`config.mk`:
```
export PLATFORM = sky130hd
export DESIGN_NAME = expr_paren
export DESIGN_NICKNAME = d
export VERILOG_FILES = /design/src/rtl/expr_paren.sv
export SDC_FILE = /design/constraint.sdc
export NUM_CORES = 1
export LEC_CHECK = 0
export CAP_MARGIN = 10
export CORE_ASPECT_RATIO = 1.4
export CORE_MARGIN = 10
export CORE_UTILIZATION = 50
export CTS_BUF_LIST = sky130_fd_sc_hd__clkbuf_16
export CTS_CLUSTER_SIZE = 24
export DETAILED_ROUTE_END_ITERATION = 6
export PLACE_DENSITY = 0.85
export SETUP_SLACK_MARGIN = 0.3
export SLEW_MARGIN = 20
export SYNTH_ARGS = -nofsm -noshare
export SYNTH_HDL_FRONTEND = slang
export SYNTH_SLANG_ARGS = --single-unit
```
`constraint.sdc`:
```
create_clock -name clk -period 2.35 [get_ports clk]
set_input_delay 0.47 -clock clk [delete_from_list [all_inputs] [get_ports clk]]
set_output_delay 0.47 -clock clk [all_outputs]
set_load 0.1 [all_outputs]
```
`src/rtl/expr_paren.sv`:
```
// expr_paren: streaming syntax checker for parenthesised infix expressions with
// depth tracking and a saturating character counter. Macro EXPR_MULTIDIGIT_EN enables multi-digit operands.
module expr_paren #(
  parameter int MAX_DEPTH = 4,
  parameter int CNT_W     = 8
) (
  input  logic             clk,
  input  logic             clr,
  input  logic             in_valid,
  input  logic [7:0]       in,
  output logic             out,
  output logic             err,
  output logic [3:0]       depth,
  output logic [CNT_W-1:0] cnt
);

  typedef enum logic [1:0] {
    S_OPND = 2'd0,
    S_DIG  = 2'd1,
    S_CLS  = 2'd2,
    S_ERR  = 2'd3
  } state_t;

  localparam logic [3:0]       MAX_D   = 4'(MAX_DEPTH);
  localparam logic [CNT_W-1:0] CNT_MAX = '1;

  state_t           state_q, state_d;
  logic [3:0]       depth_q, depth_d;
  logic [CNT_W-1:0] cnt_q, cnt_d;
  logic             out_q, out_d;
  logic             err_q, err_d;

  function automatic logic is_digit(input logic [7:0] c);
    return (c >= 8'd48) && (c <= 8'd57);
  endfunction

  function automatic logic is_oper(input logic [7:0] c);
    return (c == 8'd43) || (c == 8'd45) || (c == 8'd42) || (c == 8'd47);
  endfunction

  // Next-state, depth, counter and Moore output computation
  always_comb begin
    state_d = state_q;
    depth_d = depth_q;
    cnt_d   = cnt_q;
    if (in_valid) begin
      if (cnt_q != CNT_MAX) begin
        cnt_d = cnt_q + CNT_W'(1);
      end else begin
        cnt_d = cnt_q;
      end
      case (state_q)
        S_OPND: begin
          if (is_digit(in)) begin
            state_d = S_DIG;
          end else if ((in == 8'd40) && (depth_q != MAX_D)) begin
            state_d = S_OPND;
            depth_d = depth_q + 4'd1;
          end else begin
            state_d = S_ERR;
          end
        end
        S_DIG, S_CLS: begin
          if (is_oper(in)) begin
            state_d = S_OPND;
          end else if ((in == 8'd41) && (depth_q != 4'd0)) begin
            state_d = S_CLS;
            depth_d = depth_q - 4'd1;
          end else if (is_digit(in) && (state_q == S_DIG)) begin
`ifdef EXPR_MULTIDIGIT_EN
            state_d = S_DIG;
`else
            state_d = S_ERR;
`endif
          end else begin
            state_d = S_ERR;
          end
        end
        S_ERR:   state_d = S_ERR;
        default: state_d = S_ERR;
      endcase
    end else begin
      state_d = state_q;
    end
    out_d = ((state_d == S_DIG) || (state_d == S_CLS)) && (depth_d == 4'd0);
    err_d = (state_d == S_ERR);
  end

  // State and registered outputs; clr wipes all history immediately
  always_ff @(posedge clk or negedge clr) begin
    if (!clr) begin
      state_q <= S_OPND;
      depth_q <= 4'd0;
      cnt_q   <= '0;
      out_q   <= 1'b0;
      err_q   <= 1'b0;
    end else begin
      state_q <= state_d;
      depth_q <= depth_d;
      cnt_q   <= cnt_d;
      out_q   <= out_d;
      err_q   <= err_d;
    end
  end

  assign out   = out_q;
  assign err   = err_q;
  assign depth = depth_q;
  assign cnt   = cnt_q;

endmodule

```
# Yosys cells after proc, flatten, opt, wreduce, memory -nomap -nowiden
# Cells that the tools add are included.
[totals]
rom_bits = 0
wordCells = 49
latchBits = 0
out_inout_bits = 14
ram_bits = 0
ff_bits = 16
memories = 0
[classes]
eq_ne = 14
shifts = 0
n_reduce_logical = 13
n_bitwise = 0
n_div = 0
n_mux = 12
n_lt_le_gt_ge = 2
addsub = 3
mul = 0
[ops]
columns = ["cell", "n"]
rows = [
  ["8-bit by 6-bit == test with 1-bit output (second input constant)", 6],
  ["4-bit 2-to-1 mux", 5],
  ["8-bit by 1-bit adder with 8-bit output (second input constant)", 1],
  ["2-bit == test (second input constant)", 4],
  ["8-bit by 6-bit greater-or-equal comparator with 1-bit output (second input constant)", 1],
  ["8-bit by 6-bit <= comparator with 1-bit output (second input constant)", 1],
  ["2-bit 2-to-1 mux", 4],
  ["8-bit != test (second input constant)", 1],
  ["4-bit case mux with 2 select lines", 1],
  ["2-bit case mux with 3 select lines", 1],
  ["4-bit by 1-bit adder with 4-bit output (second input constant)", 1],
  ["2-bit by 1-bit == test with 1-bit output (second input constant)", 2],
  ["1-bit logical AND", 4],
  ["4-bit zero test", 1],
  ["1-bit logical OR", 4],
  ["4-bit by 3-bit != test with 1-bit output (second input constant)", 1],
  ["4-bit nonzero test", 1],
  ["4-bit by 1-bit subtractor with 4-bit output (second input constant)", 1],
  ["2-bit zero test", 1],
  ["2-bit AND reduction", 1],
  ["2-bit OR reduction", 1],
  ["1-bit 2-to-1 mux", 1],
]

# Logic depth before layout (Yosys ltp)
# Gate-level depths: netlist of the first run.
[depth]
depth_word = 10
depth_mapped = 10

# Worst setup path before layout of the first run
# No wires, ideal clock.
[synth_timing]
path_kind = "flip-flop to flip-flop"
from = "register depth_q[0] (netlist: depth[0])"
to = "register out_q (netlist: out)"
stages_incl_launch_ff = 11
t_arrival_ps = 2728
setup_slack_ps = -474
required_time_ps = 2254
synth_period_minus_slack_ps = 2824
setup_time_ps = 96
cell_sequence = "dfrtp_1 > inv_1 > ha_1 > and2b_1 > a21oi_2 > a21oi_1 > o311ai_1 > o21ai_0 > ha_1 > o21ai_1 > nor4_2"
[synth_via]
elab_chain_cells = 9
[synth_rtl]
columns = ["item", "line_no", "source"]
rows = [
  ["from (decl)", "28", "logic [3:0] depth_q, depth_d;"],
  ["from (signal assigned)", "99", "depth_q <= depth_d;"],
  ["4-bit by 3-bit != test with 1-bit output (*)", "56", "end else if ((in == 8'd40) && (depth_q != MAX_D)) begin"],
  ["1-bit logical AND (*)", "56", ""],
  ["2-bit 2-to-1 mux (*)", "56", ""],
  ["2-bit 2-to-1 mux (*)", "54", "if (is_digit(in)) begin"],
  ["2-bit case mux with 3 select lines (*)", "52", "case (state_q)"],
  ["2-bit 2-to-1 mux (*)", "46", "if (in_valid) begin"],
  ["named net state_d[1]", "27", "state_t state_q, state_d;"],
  ["2-bit by 1-bit == test with 1-bit output / 2-bit == test (equally long branches)", "85", "out_d = ((state_d == S_DIG) || (state_d == S_CLS)) && (depth_d == 4'd0);"],
  ["1-bit logical OR (*)", "85", ""],
  ["1-bit logical AND (*)", "85", ""],
  ["named net out_d", "30", "logic out_q, out_d;"],
  ["to (signal assigned)", "101", "out_q <= out_d;"],
  ["to (decl)", "30", ""],
]
# The timed path passes the listed nets; every way through them passes the cells marked *.
# A chain may end at the register's enable or synchronous reset.

# Final worst setup path of the first run
[layout_timing]
from = "input in[7]"
to = "register state_q[1]"
[layout_via]
elab_chain_cells = 7
[layout_rtl]
columns = ["item", "line_no", "source"]
rows = [
  ["from (decl)", "10", "input logic [7:0] in,"],
  ["branches (longest 5 deep; another with 8-bit by 6-bit greater-or-equal comparator with 1-bit output)", "n/a", ""],
  ["2-bit case mux with 3 select lines (*)", "52", ""],
  ["2-bit 2-to-1 mux (*)", "46", ""],
  ["named net state_d[1]", "27", ""],
  ["to (signal assigned)", "98", "state_q <= state_d;"],
  ["to (decl)", "27", ""],
]
# Mark *: on every way through the listed nets, which the timed path passes.

==> results of run 1 <==
[per-stage QoR]
stage               TNS [ns]  std cells
floorplan                  0        109
global placement      -0.165        169
detailed placement    -0.188        169
CTS                        0        183
global route               0        186
finish                     0        186
[worst register-to-register path: stages, from the launching register on]
cell,delay [ns]
dfrtp_4,0.42
inv_4,0.04
ha_4,0.15
and2b_4,0.19
a21oi_4,0.14
a21oi_2,0.07
o311ai_2,0.22
o21ai_1,0.14
buf_4,0.15
buf_4,0.12
buf_4,0.12
buf_4,0.11
[Yosys cell counts, types with 2 or more instances]
cell type / instances
nand3_1: 4
xnor2_1: 5
nor2_1: 4
nand4b_1: 2
and3_1: 2
ha_1: 6
dfrtp_1: 16
mux2i_1: 3
nor3_1: 2
a21oi_1: 3
o21ai_0: 3
o211ai_1: 3
and2b_1: 2
nand4_1: 4
mux2_2: 2
nand2_1: 7
inv_1: 6
xor2_1: 2
[sequential cells by signal, indices dropped and copies added (netlist names)]
register  flops
cnt           8
depth         4
state_q       2
err           1
out           1
[worst max path at each step]
stage                                 to                from  depth (start not counted)
floorplan                  out$_DFF_PN0_  depth[0]$_DFF_PN0_                         10
global placement           out$_DFF_PN0_               in[5]                          8
detailed placement         out$_DFF_PN0_               in[7]                         10
CTS                        out$_DFF_PN0_  depth[0]$_DFF_PN0_                         10
global route               out$_DFF_PN0_               in[3]                         10
finish              state_q[1]$_DFF_PN0_               in[7]                         10
[cell type report]
cell class | instances | area [um2] | share of cell area
well taps | 22 | 27.5 | 0.0158
clock buffers | 3 | 75.1 | 0.0430
flip-flops and latches | 16 | 420 | 0.241
inverters | 6 | 27.5 | 0.0158
repair buffers | 53 | 407 | 0.233
clock inverters | 1 | 3.75 | 0.00215
multi-input cells | 85 | 783 | 0.449
[routing by layer]
layer | vias to the layer above | track usage | wire length (um)
li1 | 518 | - | -
met1 | 536 | 0.145 | 1230
met2 | 33 | 0.264 | 1910
met3 | 2 | 0.0367 | 195
met4 | 0 | 0.0315 | 13
met5 | - | 0 | 0
[power by group]
group | internal, uW | switching, uW | total (uW)
logic | 524 | 1080 | 1600
registers | 399 | 148 | 546
clock network | 225 | 97.3 | 322
[cells in the final DEF, fill, tap and decap left out, drive strengths merged, types with 2 or more instances in the layout]
cell type       n
clkdlybuf4s50   2
nor4            2
a21oi           4
or2b            2
a2bb2oi         2
o211ai          3
and2b           2
mux2            2
clkbuf          5
nand3           5
buf            46
nor2            5
nor3            3
nand4b          2
inv             7
mux2i           3
xnor2           5
o21ai           4
and3            2
nand2           7
nand4           4
dfrtp          16
ha              6
xor2            2
dlygate4sd2     2
[cells by family (layout without fill, tap and decap cells)]
logic type      after synthesis  count (layout)
xor+xnor                      7               7
compound gates               23              23
mux                           5               5
flops                        16              16
buf+inv                       8              63
simple gates                 44              44
fa+ha+maj                     6               6
[timing repair]
item	4_1_cts	5_1_grt
resized for setup	33	9
pin swaps	15	10
endpoints found under the setup margin	2	3
buffers inserted	10	3
==> results.json, run 1 <==
{
  "setup-violations-final": 0,
  "synth_warnings": 0,
  "rsz0062_at_grt": "true",
  "dpl_worst_slack_ns": -0.188,
  "crit_buf_inv": 5,
  "wl_per_cell_um": 18.0,
  "grt_pass1_wl_mm": 5.38,
  "n_fill_cell": 138,
  "via_per_inst": 5.85,
  "hold_buffers": 0,
  "synth_fa_ha_area_frac": 0.0660,
  "synthCells": 109,
  "grt_start_max_net_pins": 17,
  "root_buffer": "clkbuf_16",
  "maxSlewHeadroom": 0.541,
  "critPathKind": "input port to flip-flop",
  "critPathLaunchType": "input port",
  "hold_depth": 1,
  "total_power_uw": 2470,
  "start_util": 0.522,
  "timing.hold.ws_ns": 0.481,
  "ioPinCount": 25,
  "p_leak_uw": 0.000755,
  "yosys.area_share.simple": 0.266,
  "ir_worst_vdd_mv": 1.17,
  "cts_sinks": 16,
  "final-hold-violation-count": 0,
  "vias": 1089,
  "rows": 20,
  "drc_errors": 0,
  "max_stage_delay_ns": 0.42,
  "io_buffers": 24,
  "fp.dieW_um": 60.3,
  "tritoncts.num_buffers": 3,
  "slowest_stage": "or3b_4",
  "clk_pin_slew_worst_paths_ns": 0.05,
  "async_reset_ff_frac": 1.00,
  "syn_to_final_growth_pct": 53.4,
  "seq_area_frac_synth": 0.352,
  "die_area_mm2": 0.00461,
  "placed_area_mm2": 0.00151,
  "grt_overflow": 0,
  "r2r_cells": 11,
  "hold_start": "cnt[7]$_DFFE_PN0P_",
  "antenna_found_initial": 0,
  "finalMaxSlewViolations": 0,
  "yosysUniqueCellTypes": 51,
  "gp_congestion": 0.887,
  "worstSetupEndpointType": "flip-flop",
  "crit_chain": "clkbuf_2 > or3b_4 > o31ai_4 > nand2_1 > o311ai_2 > o21ai_1 > buf_4 > buf_4 > buf_4 > buf_4",
  "drive_gt1_frac": 0.549,
  "tightest_slew_ns": 0.686,
  "synth_top_area_frac": 0.352,
  "hpwl_mm": 2.46,
  "cp_common_cell": "buf_4",
  "rr_startpoint": "depth[0]$_DFF_PN0_",
  "hp-class": "flip-flop to flip-flop",
  "syn_area_per_cell_um2": 10.4,
  "cp_top_family": "buffers and inverters",
  "synth_edf_count": 0,
  "synth_top_family_by_area": "simple AND/OR/NAND/NOR gates",
  "drt_iter0_markers": 18,
  "status": "finished, final reports clean",
  "antennaDiodeCount": 0,
  "drv_cap": 0,
  "synthFlopType": "dfrtp_1",
  "required_ns": 2.49,
  "worst-r2r-setup-slack_ns": 0.37,
  "min_period_over_period": 0.853,
  "synthMuxAreaShare": 0.0462,
  "final_nets": 182,
  "detail-route-antenna-nets": 0,
  "synth_seq_cells": 16,
  "arrival_ns": 2.14,
  "fp.dieH_um": 76.4,
  "min_to": "cnt[7]$_DFFE_PN0P_",
  "synth-xor-area-share": 0.0539,
  "synthesis.area_mm2": 0.00114,
  "cts_tree": "built",
  "grtUsageTotal": 0.141,
  "synth_compound_area_frac": 0.179,
  "core_area_mm2": 0.00218,
  "cts_buffer_depth": 2,
  "crit_path_max_fanout": 2,
  "drtPass1Iterations": 4,
  "synth_area_leaders": "dfrtp_1 (35%), ha_1 (6.6%), xnor2_1 (3.9%)",
  "final.setup_skew_ns": 0.00202,
  "synth_top_cell_by_area": "dfrtp_1",
  "routed_wl_mm": 3.36,
  "grt_pass1_vias": 1176,
  "r2r-end": "state_q[1]$_DFF_PN0_",
  "period_minus_slack_ns": 2.00,
  "worst_slack_ns": 0.346,
  "final_core_util": 0.801,
  "stdcell_area_mm2": 0.00174,
  "clock_insertion_delay_worst_skew_ns": 0.24,
  "synth_fp_nets": 126,
  "powerDensity_mw_per_mm2": 1420,
  "cts_max_level": 1,
  "max_freq_mhz": 499
}
Note: power is estimated with default switching activity, not from simulation.
==> run 2, diff against run 1 <==
--- a/config.mk
+++ b/config.mk
@@ -8,11 +8,11 @@
 export CAP_MARGIN = 10
 export CORE_ASPECT_RATIO = 1.4
 export CORE_MARGIN = 10
-export CORE_UTILIZATION = 50
+export CORE_UTILIZATION = 47
 export CTS_BUF_LIST = sky130_fd_sc_hd__clkbuf_16
 export CTS_CLUSTER_SIZE = 24
 export DETAILED_ROUTE_END_ITERATION = 6
-export PLACE_DENSITY = 0.85
+export PLACE_DENSITY = 0.81
 export SETUP_SLACK_MARGIN = 0.3
 export SLEW_MARGIN = 20
 export SYNTH_ARGS = -nofsm -noshare
==> run 2 against run 1 <==
Compared with the run above: highest routed layer unchanged; die area up 4.5%; design area increased by 6.3%; clock-buffer cell count stayed put; clock power hardly changed; sequential power grew 0.7%; core utilization shrank 1.7 points; power up 4.2%; clock skew increased by 0.00058 ns; sequential cell count is the same; largest cell class unchanged; global-route usage up 1.3 points; register-to-register slack lost 0.15 ns.
==> results.json, run 2 (synthesis results as in run 1) <==
{
  "start_util": 0.481,
  "ioPinCount": 25,
  "vias": 1143,
  "cp_top_family": "compound AO/OA/AOI/OAI gates",
  "drc_errors": 0,
  "routed_wl_mm": 3.77,
  "max_freq_mhz": 470,
  "place_inst": 172,
  "dpl_worst_slack_ns": -0.257,
  "final-hold-violation-count": 0,
  "hold_buffers": 0,
  "grtUsageTotal": 0.154,
  "grt_pass1_wl_mm": 5.78,
  "r2r_cells": 12,
  "min_period_over_period": 0.905,
  "seqCellArea_um2": 420,
  "gp_congestion": 0.896,
  "hp-class": "flip-flop to flip-flop",
  "stdcell_area_mm2": 0.00185,
  "syn_to_final_growth_pct": 63.0,
  "rows": 21,
  "drv_cap": 0,
  "grt_overflow": 0,
  "largest_reg_flops": 8,
  "powerDensity_mw_per_mm2": 1390,
  "drive_gt1_frac": 0.547,
  "cts_max_level": 1,
  "crit_buf_inv": 6,
  "grt_start_max_net_pins": 17,
  "finalMaxSlewViolations": 0,
  "fin_tns_setup_ns": 0,
  "wl_per_cell_um": 19.5,
  "final_common_cell": "buf_4",
  "cts_tree": "built",
  "tightest_slew_ns": 0.688,
  "critPathKind": "flip-flop to flip-flop",
  "cts_sinks": 16,
  "worstSetupEndpointType": "flip-flop",
  "layout.cells.most_common_list": "buf_4 (41), buf_6 (8), dfrtp_2 (7), dfrtp_1 (6)",
  "drt_iter0_markers": 35,
  "max_stage_delay_ns": 0.43,
  "clk_pin_slew_worst_paths_ns": 0.05,
  "cts_buffer_depth": 2,
  "period_minus_slack_ns": 2.13,
  "crit_path_max_fanout": 4,
  "ir_worst_vdd_mv": 1.50,
  "p_leak_uw": 0.000798,
  "timing.critical_path.depth": 12,
  "timing.hold.ws_ns": 0.492,
  "die_area_mm2": 0.00482,
  "arrival_ns": 2.27,
  "instances_no_fill": 193,
  "setup-violations-final": 0,
  "multi_input_area_um2": 806,
  "io_buffers": 24,
  "rsz0062_at_grt": "true",
  "placed_area_mm2": 0.00153,
  "final.setup_skew_ns": 0.00260,
  "antennaDiodeCount": 0,
  "clock_insertion_delay_worst_skew_ns": 0.24,
  "root_buffer": "clkbuf_16",
  "fp.dieH_um": 78.2,
  "crit_chain": "inv_4 > ha_4 > and2b_2 > a21oi_4 > a21oi_4 > o311ai_4 > o21ai_2 > buf_4 > buf_6 > buf_6 > buf_6 > buf_6",
  "status": "finished, final reports clean",
  "detail-route-antenna-nets": 0,
  "required_ns": 2.49,
  "critPathLaunchType": "flip-flop",
  "antenna_found_initial": 0,
  "hpwl_mm": 2.61,
  "cp_common_cell": "buf_6",
  "fp.dieW_um": 61.6,
  "hold_depth": 1,
  "grt_pass1_vias": 1231,
  "slowest_stage": "dfrtp_4",
  "final_nets": 188,
  "drtPass1Iterations": 4,
  "tritoncts.num_buffers": 3,
  "core_area_mm2": 0.00236,
  "worst_slack_ns": 0.222,
  "maxSlewHeadroom": 0.540,
  "via_per_inst": 5.92,
  "n_fill_cell": 163
}
run 2: changes by cell type in the layout (fill, tap and decap cells not counted), moves of 2 or more:
cell / delta
buf_6: +5
dlygate4sd2_1: +2
clkdlybuf4s15_1: +3
nand2_1: -2
buf_2: -3
nand2_2: +2
clkbuf_2: -2
run 2: per-stage QoR:
step	total power, uW	utilization
floorplan	1600	-
global placement	1920	0.646
detailed placement	1950	0.646
CTS	2440	0.740
global route	2710	0.784
finish	2570	0.784
run 2: metal layers:
metal / global-route usage / part of all wire
met5: 0 / 0
met4: 0.0673 / 0.024
met3: 0.0354 / 0.054
met2: 0.285 / 0.56
met1: 0.153 / 0.36
run 2: worst paths after layout:
path,from,endpoint,slack [ns]
setup / recovery,depth[0]$_DFF_PN0_,state_q[1]$_DFF_PN0_,0.22
hold / removal,cnt[7]$_DFFE_PN0P_,cnt[7]$_DFFE_PN0P_,0.49
setup reg to reg,depth[0]$_DFF_PN0_,state_q[1]$_DFF_PN0_,0.22
hold reg to reg,cnt[7]$_DFFE_PN0P_,cnt[7]$_DFFE_PN0P_,0.49
max in group asynchronous,clr,depth[0]$_DFF_PN0_,1.20
min in group asynchronous,clr,cnt[0]$_DFFE_PN0P_,0.65
run 2: repair_timing:
| item | in CTS | in global routing |
|---|---|---|
| endpoints found under the setup margin | 3 | 3 |
| pin swaps | 13 | 14 |
| buffers inserted | 13 | 4 |
| gates resized for setup | 23 | 17 |
| gates cloned | 0 | 0 |
run 2: worst reg2reg max path: cells and delay by family (launching register included):
family | cells | cell delay [ns]
adder cells (fa/ha/maj) | 1 | 0.16
flip-flops | 1 | 0.43
AND/OR/NAND/NOR | 1 | 0.23
buffers and inverters | 6 | 0.59
AO/OA/AOI/OAI | 4 | 0.62
run 2: final cells by class:
| cell class | instances | share of cell area |
|---|---|---|
| timing repair buffer | 59 | 0.266 |
| clock inverter | 1 | 0.00202 |
| inverter | 6 | 0.0148 |
| tap | 23 | 0.0155 |
| clock buffer | 3 | 0.0405 |
| sequential | 16 | 0.227 |
| multi-input combinational | 85 | 0.435 |
run 2: power by group:
group / switching, uW / internal, uW / total, uW
registers: 151 / 399 / 550
clock network: 98.5 / 225 / 323
logic: 1130 / 575 / 1700
